===== config.mk =====
export PLATFORM = sky130hd
export DESIGN_NAME = lcd_write_sequencer
export DESIGN_NICKNAME = d
export VERILOG_FILES = /design/src/rtl/lcd_pkg.sv /design/src/rtl/lcd_rr_arbiter2.sv /design/src/rtl/lcd_write_sequencer.sv
export SDC_FILE = /design/constraint.sdc
export NUM_CORES = 1
export LEC_CHECK = 0
export BUFFER_PORTS_ARGS = -buffer_cell sky130_fd_sc_hd__buf_4
export CAP_MARGIN = 30
export CORE_MARGIN = 5
export CORE_UTILIZATION = 50
export CTS_BUF_LIST = sky130_fd_sc_hd__clkbuf_8
export CTS_CLUSTER_SIZE = 14
export DETAILED_ROUTE_END_ITERATION = 6
export PLACE_DENSITY = 0.74
export SLEW_MARGIN = 20
export SYNTH_ARGS = -nofsm -noshare
export SYNTH_HDL_FRONTEND = slang
export SYNTH_SLANG_ARGS = --single-unit

===== constraint.sdc =====
create_clock -name clk -period 2.08 [get_ports clk]
set_input_delay 0.416 -clock clk [delete_from_list [all_inputs] [get_ports clk]]
set_output_delay 0.416 -clock clk [all_outputs]
set_load 0.02 [all_outputs]

===== src/rtl/lcd_pkg.sv =====
// Shared LCD command constants, FSM state encoding and the HD44780 init ROM.
package lcd_pkg;

    localparam logic [7:0] CMD_FUNC_SET_8B2L = 8'h38;
    localparam logic [7:0] CMD_DISP_ON       = 8'h0C;
    localparam logic [7:0] CMD_ENTRY_INC     = 8'h06;
    localparam logic [7:0] CMD_CLEAR         = 8'h01;
    localparam logic [7:0] CMD_HOME          = 8'h02;
    localparam logic [7:0] CMD_LINE0         = 8'h80;
    localparam logic [7:0] CHR_SPACE         = 8'h20;

    localparam int INIT_LEN = 5;

    typedef enum logic [2:0] {
        ST_PWRUP,
        ST_SETUP,
        ST_EN_HI,
        ST_EN_LO,
        ST_IDLE
    } lcd_state_t;

    typedef struct packed {
        logic       rs;
        logic [7:0] data;
    } lcd_byte_t;

    function automatic logic [7:0] init_rom(input logic [2:0] idx);
        case (idx)
            3'd0:    return CMD_FUNC_SET_8B2L;
            3'd1:    return CMD_DISP_ON;
            3'd2:    return CMD_ENTRY_INC;
            3'd3:    return CMD_CLEAR;
            default: return CMD_LINE0;
        endcase
    endfunction

    // Clear and home are the slow HD44780 commands.
    function automatic logic is_clear_cmd(input logic rs, input logic [7:0] data);
        return !rs && (data == CMD_CLEAR || data == CMD_HOME);
    endfunction

endpackage


===== src/rtl/lcd_rr_arbiter2.sv =====
// Two-way round-robin arbiter: one-hot grant, the requester not served last wins a tie.
// Latency: purely combinational. Backpressure: none; a grant only names who may be accepted.
// last_grant: 0 = requester 0 was served last, 1 = requester 1 was served last.
module lcd_rr_arbiter2 (
    input  logic [1:0] valid,
    input  logic       last_grant,
    output logic [1:0] grant
);

    always_comb begin
        grant = 2'b00;
        if (valid[0] && valid[1]) begin
            grant = last_grant ? 2'b01 : 2'b10;
        end else if (valid[0]) begin
            grant = 2'b01;
        end else if (valid[1]) begin
            grant = 2'b10;
        end
    end

endmodule


===== src/rtl/lcd_write_sequencer.sv =====
// Character-LCD bus owner: HD44780 power-up init, then round-robin byte writes from two requesters.
// Latency: accept in N, setup at N+1, lcd_en high from N+2; next accept >= N+2+EN_HIGH_CYC+EN_LOW_CYC.
// Backpressure: ready only in IDLE after init; LCD_CLEAR_LONG_WAIT_EN stretches clear/home low-time.
module lcd_write_sequencer
    import lcd_pkg::*;
#(
    parameter int unsigned EN_HIGH_CYC     = 25000,
    parameter int unsigned EN_LOW_CYC      = 25000,
    parameter int unsigned POWERUP_CYC     = 750000,
    parameter int unsigned CLEAR_EXTRA_CYC = 100000,
    parameter int          CNT_W           = 32
) (
    input  logic       clk,
    input  logic       rst,
    input  logic       req0_valid,
    input  logic       req0_rs,
    input  logic [7:0] req0_data,
    output logic       req0_ready,
    input  logic       req1_valid,
    input  logic       req1_rs,
    input  logic [7:0] req1_data,
    output logic       req1_ready,
    output logic [7:0] lcd_data,
    output logic       lcd_en,
    output logic       lcd_rs,
    output logic       lcd_rw,
    output logic       init_done,
    output logic       busy
);

    localparam logic [CNT_W-1:0] PWR_TERM  = CNT_W'(POWERUP_CYC - 1);
    localparam logic [CNT_W-1:0] HI_TERM   = CNT_W'(EN_HIGH_CYC - 1);
    localparam logic [CNT_W-1:0] LO_TERM   = CNT_W'(EN_LOW_CYC - 1);
    localparam logic [2:0]       INIT_LAST = 3'(INIT_LEN - 1);

    lcd_state_t       state;
    lcd_state_t       state_nxt;
    logic [CNT_W-1:0] cnt;
    logic [CNT_W-1:0] lo_term;
    logic [2:0]       init_idx;
    logic             last_grant;
    lcd_byte_t        cur;
    lcd_byte_t        req_sel;
    logic [1:0]       grant;
    logic             idle_open;
    logic             accept;
    logic             pwr_done;
    logic             hi_done;
    logic             lo_done;

    lcd_rr_arbiter2 u_arb (
        .valid      ({req1_valid, req0_valid}),
        .last_grant (last_grant),
        .grant      (grant)
    );

    assign idle_open  = (state == ST_IDLE) && init_done;
    assign req0_ready = idle_open && grant[0];
    assign req1_ready = idle_open && grant[1];
    assign accept     = req0_ready || req1_ready;

    always_comb begin
        req_sel = '{rs: req0_rs, data: req0_data};
        if (grant[1]) begin
            req_sel = '{rs: req1_rs, data: req1_data};
        end
    end

`ifdef LCD_CLEAR_LONG_WAIT_EN
    localparam logic [CNT_W-1:0] LO_LONG_TERM = CNT_W'(EN_LOW_CYC + CLEAR_EXTRA_CYC - 1);

    assign lo_term = is_clear_cmd(cur.rs, cur.data) ? LO_LONG_TERM : LO_TERM;
`else
    logic unused_clear_extra;

    assign unused_clear_extra = ^(CNT_W'(CLEAR_EXTRA_CYC));
    assign lo_term            = LO_TERM;
`endif

    assign pwr_done = (cnt == PWR_TERM);
    assign hi_done  = (cnt == HI_TERM);
    assign lo_done  = (cnt == lo_term);

    always_ff @(posedge clk or posedge rst) begin
        if (rst) begin
            state <= ST_PWRUP;
        end else begin
            state <= state_nxt;
        end
    end

    always_comb begin
        state_nxt = state;
        case (state)
            ST_PWRUP: if (pwr_done) state_nxt = ST_SETUP;
            ST_SETUP: state_nxt = ST_EN_HI;
            ST_EN_HI: if (hi_done) state_nxt = ST_EN_LO;
            ST_EN_LO: begin
                if (lo_done) begin
                    state_nxt = (!init_done && init_idx < INIT_LAST) ? ST_SETUP : ST_IDLE;
                end
            end
            ST_IDLE:  if (accept) state_nxt = ST_SETUP;
            default:  state_nxt = ST_PWRUP;
        endcase
    end

    // One shared counter, restarted on every state change and parked at zero in IDLE.
    always_ff @(posedge clk or posedge rst) begin
        if (rst) begin
            cnt        <= '0;
            init_idx   <= '0;
            init_done  <= 1'b0;
            last_grant <= 1'b1;
            cur        <= '0;
        end else begin
            cnt <= (state_nxt != state || state == ST_IDLE) ? '0 : cnt + CNT_W'(1);

            if (state == ST_PWRUP && pwr_done) begin
                cur <= '{rs: 1'b0, data: init_rom(3'd0)};
            end

            if (state == ST_EN_LO && lo_done && !init_done) begin
                if (init_idx < INIT_LAST) begin
                    init_idx <= init_idx + 3'd1;
                    cur      <= '{rs: 1'b0, data: init_rom(init_idx + 3'd1)};
                end else begin
                    init_done <= 1'b1;
                end
            end

            if (accept) begin
                cur        <= req_sel;
                last_grant <= grant[1];
            end
        end
    end

    assign lcd_data = cur.data;
    assign lcd_rs   = cur.rs;
    assign lcd_en   = (state == ST_EN_HI);
    assign lcd_rw   = 1'b0;
    assign busy     = (state != ST_IDLE);

endmodule


==> flow_summary.toml, run 1 <==
[cts]
clk_pin_slew_ns = 0.09
cts.sink_count = 49
numCtsBuffers = 5
cts_tree = "yes"
ctsHoldBuffers = 0
clk_latency_ns = 0.31
root_buffer = "clkbuf_8"
clockBufferDepth = 2
cts.htree.levels = 2

[global_routing]
grt-ovfl-total = 0
grt_pass1_wl_um = 10400
antenna_found_initial = 0
grt_util_met2_pct = 29.6
globalRouteMet3Util_pct = 3.76
grtUsageMet1_pct = 24.4
busiest_layer = "met2"
grt_use_total_pct = 18.2
grt_max_degree = 50
grt_pass1_vias = 2181

[worst_setup_path]
crit_type = "flip-flop to flip-flop"
startpoint_type = "flip-flop"
critPathArrivalTime_ns = 2.23
crit_required_ns = 2.28
crit_chain = "or4b_1 > or3_4 > a211oi_4 > nor2_1 > a21o_1"
crit_slowest_cell = "or4b_1"
startpoint = "state[2]$_DFF_PP0_"
reg2reg_from = "state[2]$_DFF_PP0_"
endpoint_kind = "flip-flop"
crit_fanout = 4
regToRegEndpoint = "lcd_data[1]$_DFF_PP0_"
cpPeakStageDelay_ns = 0.54
r2r_slack_ns = 0.05
worst_r2r_path_depth = 5

[finish]
diodes = 0
final_util_pct = 65.3
fillerInstances = 404
finalNonFillerCells = 413
area_delta_synth_final_pct = 25.5
drive_gt1_share_pct = 26.5
fin_nets = 370

[synthesis]
synth_cell_types = 53
synthArstFlopShare_pct = 100
synth.net_count = 308
yosys_register_bits = 49
syn-cell-area_um2 = 2690
synth_edf_count = 0
syn_area_per_cell_um2 = 9.60
synthCells = 280
ys_warn_count = 0
synth_flop_cell = "dfrtp_1"
ys_seq_area_share_pct = 45.6

[floorplan]
std_cell_rows = 26
core_area_um2 = 5170
start_util_pct = 52.0
die_w_um = 83.3
die-area_um2 = 6940
die_h_um = 83.3
io_pins = 37

[power_and_ir_drop]
power.total_mw = 1.72
power-per-cell-area_nw_per_um2 = 509
clkPwrFrac_pct = 36.0
netSwitchingPower_mw = 0.390
p_leak_nw = 1.61
p_sw_share_pct = 22.7
peakVddDrop_mv = 0.467
p_seq_share_pct = 56.8
comb_power_share_pct = 7.3
internal-power_mw = 1.33

[timing]
worst_pin_slew_ns = 0.609
report.final.slew_viol_count = 0
fin_crit_sh_pct = 97.6
timing.setup.tns_ns = 0
setup_viol = 0
worst_clock_skew_ns = 0.00815
timing.fmax_mhz = 493
layout_min_cycle_time_ns = 2.03
grt_setup_unrepaired = "yes"
hold_viol_final = 0
max-slew-margin-rel_pct = 59.4

[placement]
port_buffers = 35
finalWeightedCongestion = 0.850
dp_cells = 401
post-dp-hpwl_um = 4520

[drt]
wl_per_cell_um = 14.8
via_per_inst = 5.53
num_vias = 2283
post-route-drc-count = 0
first_iter_violations = 143
ant_nets = 0
drt_pass1_iterations = 4
wl_um = 6130

[hold_path]
hold_path_class = "primary input to asynchronous set/reset pin"

[run]
maxCapViolCount = 0

[outcome]
status = "completed"
## power groups by stage
stage	Combinational (mW)	Clock [mW]	Sequential, mW
after floorplan	0.0455	0	1.01
after global placement	0.126	0	0.994
after detailed placement	0.128	0	0.995
after CTS	0.128	0.639	0.976
after global routing	0.136	0.680	0.978
final	0.125	0.618	0.976
## worst max-delay path, delay by kind of cell, from the launching register on
| kind | cells | cell delay [ns] |
|---|---|---|
| flip-flops | 1 | 0.39 |
| AND/OR/NAND/NOR | 3 | 1.03 |
| AO/OA/AOI/OAI | 2 | 0.51 |
## sequential cells by signal (all words and copies together), names as in the netlist
register / count
lcd_rs: 1
state: 3
init_idx: 3
init_done: 1
cnt: 32
last_grant: 1
lcd_data: 8
## cells by family after synthesis
group / Yosys count / synth area share (%)
xor+xnor: 26 / 8.47
buf+inv: 18 / 2.89
other cells: 1 / 0.139
flops: 49 / 45.6
fa+ha+maj: 6 / 2.79
simple gates: 131 / 26.2
mux: 7 / 2.75
compound gates: 42 / 11.1
## cell type report
type / count / area [um2] / area share [%]
Clock buffer: 7 / 96.3 / 2.85
Clock inverter: 1 / 5.00 / 0.148
Inverter: 10 / 37.5 / 1.11
Multi-Input combinational cell: 213 / 1440 / 42.5
Sequential cell: 49 / 1230 / 36.4
Tap cell: 70 / 87.6 / 2.59
Timing Repair Buffer: 63 / 485 / 14.4
## layout by cell type, fill, tap and decap left out, types with 3 or more instances in the layout
| cell type | synthesis | layout |
|---|---|---|
| nor2_1 | 48 | 48 |
| mux2_2 | 3 | 3 |
| nand2b_1 | 3 | 3 |
| and2_1 | 3 | 3 |
| a21o_1 | 6 | 6 |
| o21ai_0 | 7 | 7 |
| and3_1 | 4 | 4 |
| nand3_1 | 15 | 15 |
| nand4_1 | 10 | 10 |
| o31ai_1 | 3 | 3 |
| nor3_1 | 6 | 6 |
| ha_1 | 6 | 6 |
| mux2i_1 | 4 | 4 |
| dfrtp_1 | 48 | 47 |
| xor2_1 | 17 | 17 |
| clkbuf_8 | 0 | 7 |
| inv_1 | 10 | 9 |
| buf_4 | 1 | 62 |
| nand2_1 | 18 | 18 |
| a21oi_1 | 7 | 7 |
| xnor2_1 | 9 | 9 |
| nor4_1 | 4 | 3 |
## worst max path at each step
stage,depth (start not counted),endpoint
finish,5,lcd_data[1]$_DFF_PP0_
global route,5,req1_ready
CTS,5,lcd_data[1]$_DFF_PP0_
detailed placement,6,lcd_data[1]$_DFF_PP0_
global placement,6,lcd_data[1]$_DFF_PP0_
floorplan,7,cnt[30]$_DFF_PP0_
## metrics by stage
step / hold slack, ns / setup WS [ns] / instance area (um2)
6_report: 0.259 / 0.0502 / 3380
3_5_place_dp: 0.476 / 0.0324 / 3190
3_3_place_gp: 0.471 / 0.0974 / 3190
5_1_grt: 0.298 / -0.0240 / 3380
2_1_floorplan: 0.455 / 0.0664 / 2690
4_1_cts: 0.277 / 0.00215 / 3290
## synthesized netlist by cell type (2+ instances only)
library cell / number / area, um2
dfrtp_1: 48 / 1200
nor2_1: 48 / 180
nand2_1: 18 / 67.6
xor2_1: 17 / 149
nand3_1: 15 / 75.1
inv_1: 10 / 37.5
nand4_1: 10 / 62.6
xnor2_1: 9 / 78.8
a21oi_1: 7 / 35.0
o21ai_0: 7 / 35.0
a21o_1: 6 / 45.0
ha_1: 6 / 75.1
nor3_1: 6 / 30.0
buf_2: 5 / 25.0
and3_1: 4 / 25.0
mux2i_1: 4 / 40.0
nor4_1: 4 / 25.0
and2_1: 3 / 18.8
mux2_2: 3 / 33.8
nand2b_1: 3 / 18.8
nor4b_1: 3 / 26.3
o31ai_1: 3 / 22.5
or3_1: 3 / 18.8
a31oi_1: 2 / 12.5
a32o_1: 2 / 20.0
a32oi_1: 2 / 17.5
and4_1: 2 / 17.5
clkbuf_1: 2 / 7.51
o22ai_1: 2 / 12.5
o2bb2ai_1: 2 / 17.5
or4_1: 2 / 15.0
## metal layers
layer	share of wire (%)	up-vias
met2	49	43
li1	-	1121
met4	1.9	0
met3	3.3	11
met1	46	1108
met5	0	-
## timing repair
action                                  in CTS  in global routing
setup buffers                                0                  4
endpoints found under the setup margin       0                 20
resized for setup                            0                 11
No activity file was read; power rests on OpenSTA's default activity.
==> inputs of run 2 (changes only) <==
- MAX_ROUTING_LAYER: not set -> met4
==> flow_summary.toml, run 2 (synthesis gave the netlist of run 1 again) <==
[finish]
top_register = "cnt"
final_cell_mix = "62 x buf_4, 47 x nor2_1, 47 x dfrtp_1, 18 x nand2_1, 17 x xor2_1"
drive_gt1_share_pct = 27.1
area_delta_synth_final_pct = 25.8
diodes = 0
final_util_pct = 65.4
fin_nets = 370
regArea_um2 = 1230
largest_register_ffs = 32
layout_commonest_cell = "buf_4"
finalNonFillerCells = 413
fillerInstances = 403
multiInputGateArea_um2 = 1440

[worst_setup_path]
crit_fanout = 4
critPathArrivalTime_ns = 2.21
crit_type = "flip-flop to flip-flop"
startpoint_type = "flip-flop"
crit_required_ns = 2.27
endpoint_kind = "flip-flop"

[timing]
report.final.slew_viol_count = 0
hold_viol_final = 0
setup_viol = 0
max-slew-margin-rel_pct = 59.5
worst_pin_slew_ns = 0.608
grt_setup_unrepaired = "yes"
timing.fmax_mhz = 493
layout_min_cycle_time_ns = 2.03
worst_clock_skew_ns = 0.00778
fin_crit_sh_pct = 97.5
layout_setup_ws_ns = 0.0521

[hold_path]
hold_path_class = "primary input to asynchronous set/reset pin"

[outcome]
status = "completed"

[global_routing]
grt_pass1_wl_um = 10400
grt_pass1_vias = 2179
grt_use_total_pct = 18.8
antenna_found_initial = 0
grt_max_degree = 50
grt-ovfl-total = 0

[drt]
wl_per_cell_um = 15.0
ant_nets = 0
via_per_inst = 5.49
first_iter_violations = 167
wl_um = 6180
num_vias = 2267
drt_pass1_iterations = 4
post-route-drc-count = 0

[placement]
post-place-ws_ns = 0.0324
finalWeightedCongestion = 0.864
port_buffers = 35
post-dp-hpwl_um = 4520
dp_cells = 401

[cts]
numCtsBuffers = 5
ctsHoldBuffers = 0
cts_tree = "yes"
clockBufferDepth = 2
cts.sink_count = 49
root_buffer = "clkbuf_8"
cts.htree.levels = 2
clk_pin_slew_ns = 0.09
clk_latency_ns = 0.31

[floorplan]
core_area_um2 = 5170
die_w_um = 83.3
io_pins = 37
die_h_um = 83.3
std_cell_rows = 26
die-area_um2 = 6940
start_util_pct = 52.0

[power_and_ir_drop]
power.total_mw = 1.72
p_leak_nw = 1.61
peakVddDrop_mv = 0.467
power-per-cell-area_nw_per_um2 = 508

[run]
maxCapViolCount = 0
## run 2: cell counts in the layout (fill, tap and decap cells not counted)
No cell type changed its count.
## run 2: per-layer routing
| layer | vias up | GRT usage (%) | wire length, um |
|---|---|---|---|
| met5 | - | - | 0 |
| met4 | 0 | 5.94 | 111 |
| met3 | 12 | 3.56 | 168 |
| met2 | 31 | 29.4 | 3070 |
| met1 | 1108 | 24.7 | 2830 |
| li1 | 1116 | - | - |
## run 2: worst max-delay path, stage by stage (launching register included)
cell	delay [ns]
dfrtp_1	0.39
or4b_1	0.54
or3_4	0.37
a211oi_4	0.30
buf_4	0.16
nand2b_1	0.09
a32oi_1	0.05
## run 2: final cells by class
| class | instances | area share [%] |
|---|---|---|
| Clock buffer | 7 | 2.85 |
| Clock inverter | 1 | 0.148 |
| Inverter | 10 | 1.11 |
| Multi-Input combinational cell | 213 | 42.6 |
| Sequential cell | 49 | 36.3 |
| Tap cell | 70 | 2.59 |
| Timing Repair Buffer | 63 | 14.3 |
## run 2: metrics by stage
stage / hold WS [ns] / instance area (um2) / TNS, ns
detailed placement: 0.476 / 3190 / 0
CTS: 0.277 / 3290 / 0
floorplan: 0.455 / 2690 / 0
global placement: 0.471 / 3190 / 0
global route: 0.299 / 3380 / -0.0516
finish: 0.254 / 3380 / 0
## run 2: repair_timing
action / 4_1_cts / 5_1_grt
resized for setup: 0 / 13
setup endpoints to repair: 0 / 20
setup buffers: 0 / 4
## run 2: power breakdown
part	internal [mW]	leakage (nW)	switching, mW
combinational	0.0619	0.904	0.0636
sequential	0.967	0.647	0.00897
clock	0.301	0.0542	0.316
## run 2: path summary, 6_finish.rpt
check                                      start               endpoint  slack, ns  cells after the start
max                           state[2]$_DFF_PP0_  lcd_data[7]$_DFF_PP0_       0.05                      6
min                                          rst      cnt[19]$_DFF_PP0_       0.25                      3
max reg2reg                   state[2]$_DFF_PP0_  lcd_data[7]$_DFF_PP0_       0.05                      6
min reg2reg                lcd_data[3]$_DFF_PP0_  lcd_data[3]$_DFF_PP0_       0.52                      1
max in group asynchronous                    rst      cnt[13]$_DFF_PP0_       1.39                      3
min in group clk                    req1_data[6]  lcd_data[6]$_DFF_PP0_       0.36                      3
